===== src/rtl/rr_arb_pkg.sv =====
// rtl/rr_arb_pkg.sv - shared state encoding, defaults and round-robin search for rr_mux_arbiter
package rr_arb_pkg;

    typedef enum logic {
        IDLE  = 1'b0,
        OWNED = 1'b1
    } arb_state_t;

    localparam int DEF_N         = 4;
    localparam int DEF_W         = 8;
    localparam int DEF_MAX_BURST = 4;
    localparam int MAX_N         = 16;

    // Index of the first set bit of req[n-1:0] visiting ptr, ptr+1, ... modulo n.
    // When nothing is set the pointer itself comes back; callers qualify with |req.
    function automatic logic [3:0] rr_first(input logic [MAX_N-1:0] req,
                                            input logic [3:0]       ptr,
                                            input int               n);
        logic [3:0] idx;
        logic [3:0] pick;
        pick = ptr;
        // walk from the farthest offset down so the nearest hit is the one kept
        for (int i = MAX_N - 1; i >= 0; i--) begin
            idx = 4'((int'(ptr) + i) % n);
            if (i < n && req[idx]) begin
                pick = idx;
            end
        end
        return pick;
    endfunction

endpackage


===== src/rtl/rr_sel_tree.sv =====
// rtl/rr_sel_tree.sv - log2(N)-level tree of 2:1 muxes selecting one requester word by sel
module mux2x1 #(
    parameter int W = 8
) (
    input  logic [W-1:0] a,
    input  logic [W-1:0] b,
    input  logic         s,
    output logic [W-1:0] y
);

    assign y = s ? b : a;

endmodule

module rr_sel_tree
    import rr_arb_pkg::*;
#(
    parameter  int N  = DEF_N,
    parameter  int W  = DEF_W,
    localparam int SW = $clog2(N)
) (
    input  logic [N*W-1:0] data_in,
    input  logic [SW-1:0]  sel,
    output logic [W-1:0]   data_out
);

    // Heap-ordered nodes: node 1 is the root, node k has children 2k and 2k+1,
    // leaves sit at N..2N-1 so leaf N+i carries requester i.
    logic [W-1:0] node [1:2*N-1];

    for (genvar i = 0; i < N; i++) begin : g_leaf
        assign node[N+i] = data_in[i*W +: W];
    end

    // A node at depth d steers on select bit SW-1-d, so the leaves use sel[0].
    for (genvar k = 1; k < N; k++) begin : g_node
        localparam int D = $clog2(k + 1) - 1;
        mux2x1 #(.W(W)) u_mux (
            .a (node[2*k]),
            .b (node[2*k+1]),
            .s (sel[SW-1-D]),
            .y (node[k])
        );
    end

    assign data_out = node[1];

endmodule


===== src/rtl/rr_mux_arbiter.sv =====
// rtl/rr_mux_arbiter.sv - round-robin locking arbiter and registered mux channel; RR_BURST_LIMIT_EN caps bursts at MAX_BURST
module rr_mux_arbiter
    import rr_arb_pkg::*;
#(
    parameter  int N         = DEF_N,
    parameter  int W         = DEF_W,
    parameter  int MAX_BURST = DEF_MAX_BURST,
    localparam int SW        = $clog2(N)
) (
    input  logic           clk,
    input  logic           rst,
    input  logic [N-1:0]   req,
    input  logic [N*W-1:0] data_in,
    output logic [N-1:0]   grant,
    output logic [SW-1:0]  sel,
    output logic           out_valid,
    output logic [W-1:0]   out_data
);

    if (N < 2 || N > MAX_N || (N & (N - 1)) != 0 || MAX_BURST < 1 || MAX_BURST > 255) begin : g_bad_params
        $error("rr_mux_arbiter: unsupported N or MAX_BURST");
    end

    localparam logic [N-1:0] ONE = N'(1);

    arb_state_t       state;
    logic [SW-1:0]    ptr;
    logic [SW-1:0]    next_ptr;
    logic [N-1:0]     others;
    logic [MAX_N-1:0] req_ext;
    logic [MAX_N-1:0] others_ext;
    logic [3:0]       idle_idx;
    logic [3:0]       rel_idx;
    logic             req_any;
    logic             rel_any;
    logic             owner_req;
    logic             release_now;
    logic             xfer;
    logic [W-1:0]     tree_out;

    rr_sel_tree #(.N(N), .W(W)) u_tree (
        .data_in  (data_in),
        .sel      (sel),
        .data_out (tree_out)
    );

    // everyone except the current owner, widened to the package search width
    always_comb begin
        others              = req & ~grant;
        req_ext             = '0;
        others_ext          = '0;
        req_ext[N-1:0]      = req;
        others_ext[N-1:0]   = others;
    end

    assign next_ptr  = sel + SW'(1);
    assign idle_idx  = rr_first(req_ext, 4'(ptr), N);
    assign rel_idx   = rr_first(others_ext, 4'(next_ptr), N);
    assign req_any   = |req;
    assign rel_any   = |others;
    assign owner_req = req[sel];
    assign xfer      = (state == OWNED) && owner_req;

`ifdef RR_BURST_LIMIT_EN
    logic [7:0] burst_cnt;
    logic       cap_hit;

    // a full burst only forces a hand-over when someone else is actually waiting
    assign cap_hit     = (burst_cnt == 8'(MAX_BURST));
    assign release_now = !owner_req || (cap_hit && rel_any);

    // burst length of the current owner; a capped owner with no rivals starts a fresh burst
    always_ff @(posedge clk) begin
        if (rst) begin
            burst_cnt <= '0;
        end else if (state == IDLE) begin
            if (req_any) begin
                burst_cnt <= 8'd1;
            end
        end else if (release_now) begin
            if (rel_any) begin
                burst_cnt <= 8'd1;
            end
        end else if (cap_hit) begin
            burst_cnt <= 8'd1;
        end else begin
            burst_cnt <= burst_cnt + 8'd1;
        end
    end
`else
    assign release_now = !owner_req;
`endif

    // arbitration FSM with registered grant/sel and the registered transfer stage
    always_ff @(posedge clk) begin
        if (rst) begin
            state     <= IDLE;
            grant     <= '0;
            sel       <= '0;
            ptr       <= '0;
            out_valid <= 1'b0;
            out_data  <= '0;
        end else begin
            out_valid <= xfer;
            if (xfer) begin
                out_data <= tree_out;
            end
            case (state)
                IDLE: begin
                    if (req_any) begin
                        state <= OWNED;
                        grant <= ONE << idle_idx;
                        sel   <= idle_idx[SW-1:0];
                    end
                end
                OWNED: begin
                    if (release_now) begin
                        // hand straight to the next requester after the owner, no idle bubble
                        ptr <= next_ptr;
                        if (rel_any) begin
                            grant <= ONE << rel_idx;
                            sel   <= rel_idx[SW-1:0];
                        end else begin
                            state <= IDLE;
                            grant <= '0;
                        end
                    end
                end
                default: state <= IDLE;
            endcase
        end
    end

endmodule

===== config.mk =====
export PLATFORM = sky130hd
export DESIGN_NAME = rr_mux_arbiter
export DESIGN_NICKNAME = d
export VERILOG_FILES = /design/src/rtl/rr_arb_pkg.sv /design/src/rtl/rr_sel_tree.sv /design/src/rtl/rr_mux_arbiter.sv
export SDC_FILE = /design/constraint.sdc
export NUM_CORES = 1
export LEC_CHECK = 0
export ABC_AREA = 1
export BUFFER_PORTS_ARGS = -buffer_cell sky130_fd_sc_hd__buf_2
export CAP_MARGIN = 20
export CELL_PAD_IN_SITES_DETAIL_PLACEMENT = 2
export CELL_PAD_IN_SITES_GLOBAL_PLACEMENT = 2
export CORE_AREA = 2 2 80 82
export CTS_CLUSTER_SIZE = 10
export DETAILED_ROUTE_END_ITERATION = 8
export DIE_AREA = 0 0 82 84
export GPL_TIMING_DRIVEN = 0
export PLACE_DENSITY_LB_ADDON = 0.2
export REMOVE_ABC_BUFFERS = 1
export SYNTH_ARGS = -nofsm -noshare
export SYNTH_HDL_FRONTEND = slang
export SYNTH_SLANG_ARGS = --single-unit

===== constraint.sdc =====
create_clock -name clk -period 2.4 [get_ports clk]
set_input_delay 0.24 -clock clk [delete_from_list [all_inputs] [get_ports clk]]
set_output_delay 0.24 -clock clk [all_outputs]
set_load 0.01 [all_outputs]

==> summary.md, run 1 <==
| Metric | Value |
|---|---|
| Status | finished, final reports clean |
| DR iter-0 viols | 21 |
| DRT Wirelength | 5475 um |
| Syn-to-layout area delta | 22.83% |
| Number of synthesized register bits | 18 |
| GRT Util Overall | 17.28% |
| Reg clk slew, reported paths | 0.09 ns |
| Crit path required time | 2.56 ns |
| Final Wtd Congestion | 0.7316 |
| CTS sink cnt | 18 |
| Post-synth top cells | nand2_1 (67), nor2_1 (52), o21ai_0 (33) |
| Fin nets | 351 |
| Cell count after placement | 384 |
| Post-place instance area | 1788 sq um |
| Die X | 82 um |
| DR WL/cell | 14.07 um |
| Routed Antenna Nets | 0 |
| Via density | 4.794 |
| Final worst-path cycle share | 87.75% |
| Total grt overflow | 0 |
| WP data arrival | 2.27 ns |
| Achievable Freq | 474.8 MHz |
| Vias in the first global route | 2,026 |
| Initial core utilization | 24.82% |
| Reg2reg setup slack | 0.29 ns |
| First-pass GRT wire length | 9397 um |
| Initial antenna violation count | 0 |
| Seq/Total Area, Yosys | 23.82% |
| Total negative slack | 0 ns |
| CTS tree | done |
| Largest net degree at the start of global routing | 24 |
| Rel. slew slack | 69.78% |
| Mapped Avg Cell Area | 5.644 sq um |
| RSZ-0062 raised after global routing | false |
| Num CTS Buffers | 3 |
| Fraction of layout cells with a size suffix above 1 | 21.79% |
| # diodes | 0 |
| Final Non-Filler Cells | 389 |
| Worst hold path depth | 2 |
| Startpoint Class | flip-flop |
| Leakage | 0.0009726 uW |
| Ys async rst share | 0% |
| Top_reg_cell synth | dfxtp_1 |
| Cts hold-fix bufs | 0 |
| Final hold viol count | 0 |
| Max Cap Viol | 0 |
| Hold Crit Start | rst |
| CP max FO | 17 |
| DRC viols | 0 |
| Die H | 84 um |
| Clock skew | 0.01061 ns |
| Post-synthesis cell type count | 25 |
| Root buffer cell | clkbuf_8 |
| Post-Syn Area | 1513 sq um |
| Pwr Density | 1262 nW/um^2 |
| Clock Latency Late Sink | 0.27 ns |
| # rows | 29 |
| Crit. End Element | flip-flop |
| EDFF count, synth | 0 |
| Type of the tightest min-delay check | in -> reg |
| Die area | 6888 sq um |
| Post-Synthesis Cells | 268 |
| Worst r2r src | sel[1] |
| Min Tclk post-route | 2.106 ns |
| Setup CP Type | reg -> reg |
| I/O pins | 53 |
| Hold EP | state |
| Share of the synthesized area in the top cell type | 23.82% |
| VDD IR max | 0.3292 mV |
| Biggest area consumer among synthesized cells | dfxtp_1 |
| Largest cells by area after synthesis | dfxtp_1 (24%), nand2_1 (17%), nor2_1 (13%), o21ai_0 (11%), nand3_1 (8.3%) |
| Reg2reg end | grant[1] |
| Max Root-Sink Buffers | 2 |
| Port buffer count | 52 |
| Most common cell in the netlist | nand2_1 |
| Slew Limit Fails | 0 |
| H-tree levels | 1 |
| Core footprint | 6096 sq um |
| Pre-antenna DRT Iters | 4 |
| R2r worst-path depth | 9 |
| Slew of the pin with the lowest slew margin | 0.4474 ns |
| YS warnings | 0 |
| Final setup violation count | 0 |
| Non-Filler Cell Area, Final | 1858 sq um |
| Vias | 1,865 |
| Final HPWL DP | 4315 um |
critical path, stage by stage, from the launching register on:
cell and delay [ns]:
dfxtp_2 0.59, inv_1 0.33, a21oi_1 0.20, o21ai_1 0.10
nand2_1 0.11, nand2_2 0.10, nand2_1 0.16, inv_1 0.13
o21ai_0 0.20, nor2_1 0.07
sequential cells by signal, summed over array words and instances (netlist names):
signal / count
sel: 2
grant: 4
out_valid: 1
ptr: 2
state: 1
out_data: 8
cell usage in the layout (no fill, tap or decap), types with 2 or more instances in the layout:
cell type and n:
a31oi_1 9, o21ai_2 2, nand3_1 25, clkbuf_8 4
nor2_1 52, inv_1 27, clkinvlp_4 2, o21ai_0 33
dfxtp_1 16, nor3_1 2, buf_2 52, dfxtp_2 2
nand2_1 67, o21ai_1 2, a21oi_1 6
routing by layer:
layer | GRT usage (%) | up-vias | part of all wire [%]
met5 | 0 | - | 0
met4 | 3.182 | 0 | 0.66
met3 | 3.896 | 4 | 5.4
met2 | 30.89 | 45 | 48
met1 | 20.77 | 867 | 45
li1 | - | 949 | -
what timing repair did:
| item | CTS | global route |
|---|---|---|
| buffers inserted | 0 | 0 |
| endpoints found under the setup margin | 14 | 13 |
| cloned | 0 | 1 |
| gates resized for setup | 1 | 3 |
area by class of cell:
cell class / count / area (sq um)
clock buffer: 4 / 55.05
fill: 820 / 4238
inverter: 30 / 120.1
multi-input combinational: 206 / 930.9
sequential: 18 / 362.8
tap: 77 / 96.34
timing repair buffer: 53 / 287.8
timing repair inverter: 1 / 5.005
through the flow:
step	setup WS (ns)	hold slack (ns)	utilization, %	total power (uW)
floorplan	0.1417	0.3091	-	1557
global placement	-0.6728	0.4807	28.88	2004
detailed placement	-0.1696	0.4717	29.33	2098
CTS	0.1456	0.1796	30.25	2379
global route	0.04691	0.1979	30.48	2661
finish	0.2940	0.1848	30.48	2344
worst max path at each step:
stage | from | end | slack (ns) | cells past startpoint
final | sel[1] | grant[1] | 0.29 | 9
after global routing | sel[1] | grant[2] | 0.05 | 9
after CTS | sel[0] | grant[0] | 0.15 | 13
after detailed placement | sel[1] | out_data[3] | -0.17 | 8
after global placement | sel[0] | grant[3] | -0.67 | 14
after floorplan | sel[0] | grant[3] | 0.14 | 13
power breakdown:
part / switching [uW] / internal (uW)
Combinational: 976 / 534
Sequential: 160 / 405
Clock: 123 / 146
logic make-up (layout without fill, tap and decap cells):
family          after synthesis  count (layout)  synth area share, %
simple gates                148             148                39.29
flops                        18              18                23.82
compound gates               56              56                20.60
xor+xnor                      2               2                1.655
buf+inv                      44              88                14.64
No activity file was read; power rests on OpenSTA's default activity.
==> run 2, diff against run 1 <==
--- a/config.mk
+++ b/config.mk
@@ -15,7 +15,7 @@
 export DETAILED_ROUTE_END_ITERATION = 8
 export DIE_AREA = 0 0 82 84
 export GPL_TIMING_DRIVEN = 0
-export PLACE_DENSITY_LB_ADDON = 0.2
+export PLACE_DENSITY = 0.81
 export REMOVE_ABC_BUFFERS = 1
 export SYNTH_ARGS = -nofsm -noshare
 export SYNTH_HDL_FRONTEND = slang
==> run 2 against run 1 <==
Effect of this change:
- sequential power is 9.9% higher
- worst setup slack lost 0.018 ns
- wire length is 2.1% higher
- largest cell class unchanged
- clock skew is 0.0067 ns lower
- largest power group unchanged
- design area decreased by 1.3%
- via count rose by 1.4%
- critical endpoint unchanged
- global-route usage is 0.12 points lower
==> summary.md, run 2 (synthesized netlist as in run 1, its figures left out) <==
| Metric | Value |
|---|---|
| Clock Latency Late Sink | 0.26 ns (was 0.27 ns) |
| Critical path's slowest cell | dfxtp_4 (was dfxtp_2) |
| Final setup violation count | 0 (unchanged) |
| Crit. End Element | flip-flop (unchanged) |
| Routed Antenna Nets | 0 (unchanged) |
| Final Non-Filler Cells | 388 (was 389) |
| Number of filler cells placed in the layout | 831 (was 820) |
| Total power | 2308 uW (was 2344 uW) |
| Status | finished, final reports clean (unchanged) |
| Rel. slew slack | 69.28% (was 69.78%) |
| Die H | 84 um (unchanged) |
| Max Cap Viol | 0 (unchanged) |
| Largest net degree at the start of global routing | 32 (was 24) |
| Fin nets | 350 (was 351) |
| Clock skew | 0.003922 ns (was 0.01061 ns) |
| Reg2reg setup slack | 0.28 ns (was 0.29 ns) |
| Port buffer count | 52 (unchanged) |
| RSZ-0062 raised after global routing | false (unchanged) |
| Worst hold path depth | 2 (unchanged) |
| Total grt overflow | 0 (unchanged) |
| Achievable Freq | 470.9 MHz (was 474.8 MHz) |
| Final hold viol count | 0 (unchanged) |
| First-pass GRT wire length | 9542 um (was 9397 um) |
| Min Tclk post-route | 2.124 ns (was 2.106 ns) |
| VDD IR max | 0.3822 mV (was 0.3292 mV) |
| Multi-input gate area | 930.9 sq um (unchanged) |
| GRT Util Overall | 17.17% (was 17.28%) |
| DRC viols | 0 (unchanged) |
| # rows | 29 (unchanged) |
| Pre-antenna DRT Iters | 4 (unchanged) |
| Slew Limit Fails | 0 (unchanged) |
| R2r worst-path depth | 12 (was 9) |
| Die X | 82 um (unchanged) |
| Core footprint | 6096 sq um (unchanged) |
| Crit path required time | 2.61 ns (was 2.56 ns) |
| Setup CP Type | reg -> reg (unchanged) |
| H-tree levels | 1 (unchanged) |
| Storage cell area | 365.4 sq um (was 362.8 sq um) |
| Slew of the pin with the lowest slew margin | 0.4603 ns (was 0.4474 ns) |
| Slowest Stage Delay on Critical Path | 0.60 ns (was 0.59 ns) |
| Biggest regs | out_data x8, grant x4 (unchanged) |
| Die area | 6888 sq um (unchanged) |
| DR iter-0 viols | 51 (was 21) |
| Type of the tightest min-delay check | in -> reg (unchanged) |
| Cell count after placement | 383 (was 384) |
| Reg clk slew, reported paths | 0.08 ns (was 0.09 ns) |
| Final Wtd Congestion | 0.7581 (was 0.7316) |
| Fraction of layout cells with a size suffix above 1 | 21.54% (was 21.79%) |
| CTS tree | done (unchanged) |
| Startpoint Class | flip-flop (unchanged) |
| Via density | 4.874 (was 4.794) |
| Non-Filler Cell Area, Final | 1833 sq um (was 1858 sq um) |
| WP data arrival | 2.33 ns (was 2.27 ns) |
| Commonest non-fill, non-tap cell in the layout | nand2_1 (unchanged) |
| DR WL/cell | 14.40 um (was 14.07 um) |
| Pwr Density | 1259 nW/um^2 (was 1262 nW/um^2) |
| Vias | 1,891 (was 1,865) |
| Hold slack | 0.2013 ns (was 0.1848 ns) |
| Max Root-Sink Buffers | 2 (unchanged) |
| Post-place instance area | 1760 sq um (was 1788 sq um) |
| # Post-CTS Setup Buffers | 0 (unchanged) |
| Largest Register | out_data (unchanged) |
| Num CTS Buffers | 3 (unchanged) |
| Initial core utilization | 24.82% (unchanged) |
| Final worst-path cycle share | 88.48% (was 87.75%) |
| DRT Wirelength | 5589 um (was 5475 um) |
| Syn-to-layout area delta | 21.17% (was 22.83%) |
| Leakage | 0.0009610 uW (was 0.0009726 uW) |
| Worst path most repeated cell | nand2_1 |
| Core Util, Final | 30.07% (was 30.48%) |
| Vias in the first global route | 2,017 (was 2,026) |
| I/O pins | 53 (unchanged) |
| Cts hold-fix bufs | 0 (unchanged) |
| CTS sink cnt | 18 (unchanged) |
| Most frequent cells in the layout | nand2_1 (67), nor2_1 (52), buf_2 (52), o21ai_0 (33), inv_1 (27) (unchanged) |
| Crit path cell chain | clkinvlp_4 -> nand3_1 -> nand2_1 -> nand2_1 -> nand2_1 -> o21ai_2 -> nand3_1 -> nand2_1 -> inv_1 -> nor2_1 -> nor2_1 -> nor2_1 (was inv_1 -> a21oi_1 -> o21ai_1 -> nand2_1 -> nand2_2 -> nand2_1 -> inv_1 -> o21ai_0 -> nor2_1) |
| Final HPWL DP | 4273 um (was 4315 um) |
| Root buffer cell | clkbuf_8 (unchanged) |
| CP max FO | 31 (was 17) |
| Largest register FFs | 8 (unchanged) |
| Initial antenna violation count | 0 (unchanged) |
| # diodes | 0 (unchanged) |
-- run 2: report_power, final --
part / internal, uW / switching, uW
registers: 409 / 212
clock network: 146 / 127
logic: 490 / 924
-- run 2: critical path, delay by kind of cell, from the launching register on --
family,cells,cell delay [ns]
and+or+nand+nor,9,0.94
AOI/OAI and AO/OA,1,0.14
DFF,1,0.60
buffers and inverters,2,0.38
-- run 2: metal layers --
layer / vias up / routed length, um / share of wire, % / global-route usage (%)
li1: 946 / - / - / -
met1: 883 / 2498 / 45 / 22.16
met2: 60 / 2736 / 49 / 29.19
met3: 2 / 340 / 6.1 / 4.329
met4: 0 / 13 / 0.23 / 2.121
met5: - / 0 / 0 / 0
-- run 2: worst paths after layout --
path,from,to
max,sel[0],grant[1]
min,rst,out_valid
max reg2reg,sel[0],grant[1]
min reg2reg,out_data[4],out_data[4]
-- run 2: through the flow --
stage | worst slack, ns | TNS (ns)
detailed placement | -0.6933 | -4.821
CTS | 0.2003 | 0
global placement | -0.5846 | -4.010
finish | 0.2764 | 0
floorplan | 0.1417 | 0
global route | 0.01056 | 0
-- run 2: cell type report --
class | count | share of cell area, %
Timing Repair inverter | 1 | 0.2730
Multi-Input combinational cell | 206 | 50.78
Clock buffer | 4 | 3.003
Sequential cell | 18 | 19.93
Timing Repair Buffer | 52 | 14.20
Tap cell | 77 | 5.256
Inverter | 30 | 6.553
-- run 2: timing repair --
item                       4_1_cts  5_1_grt
cloned                           1        0
setup endpoints to repair       14        7
resized for setup                4        1
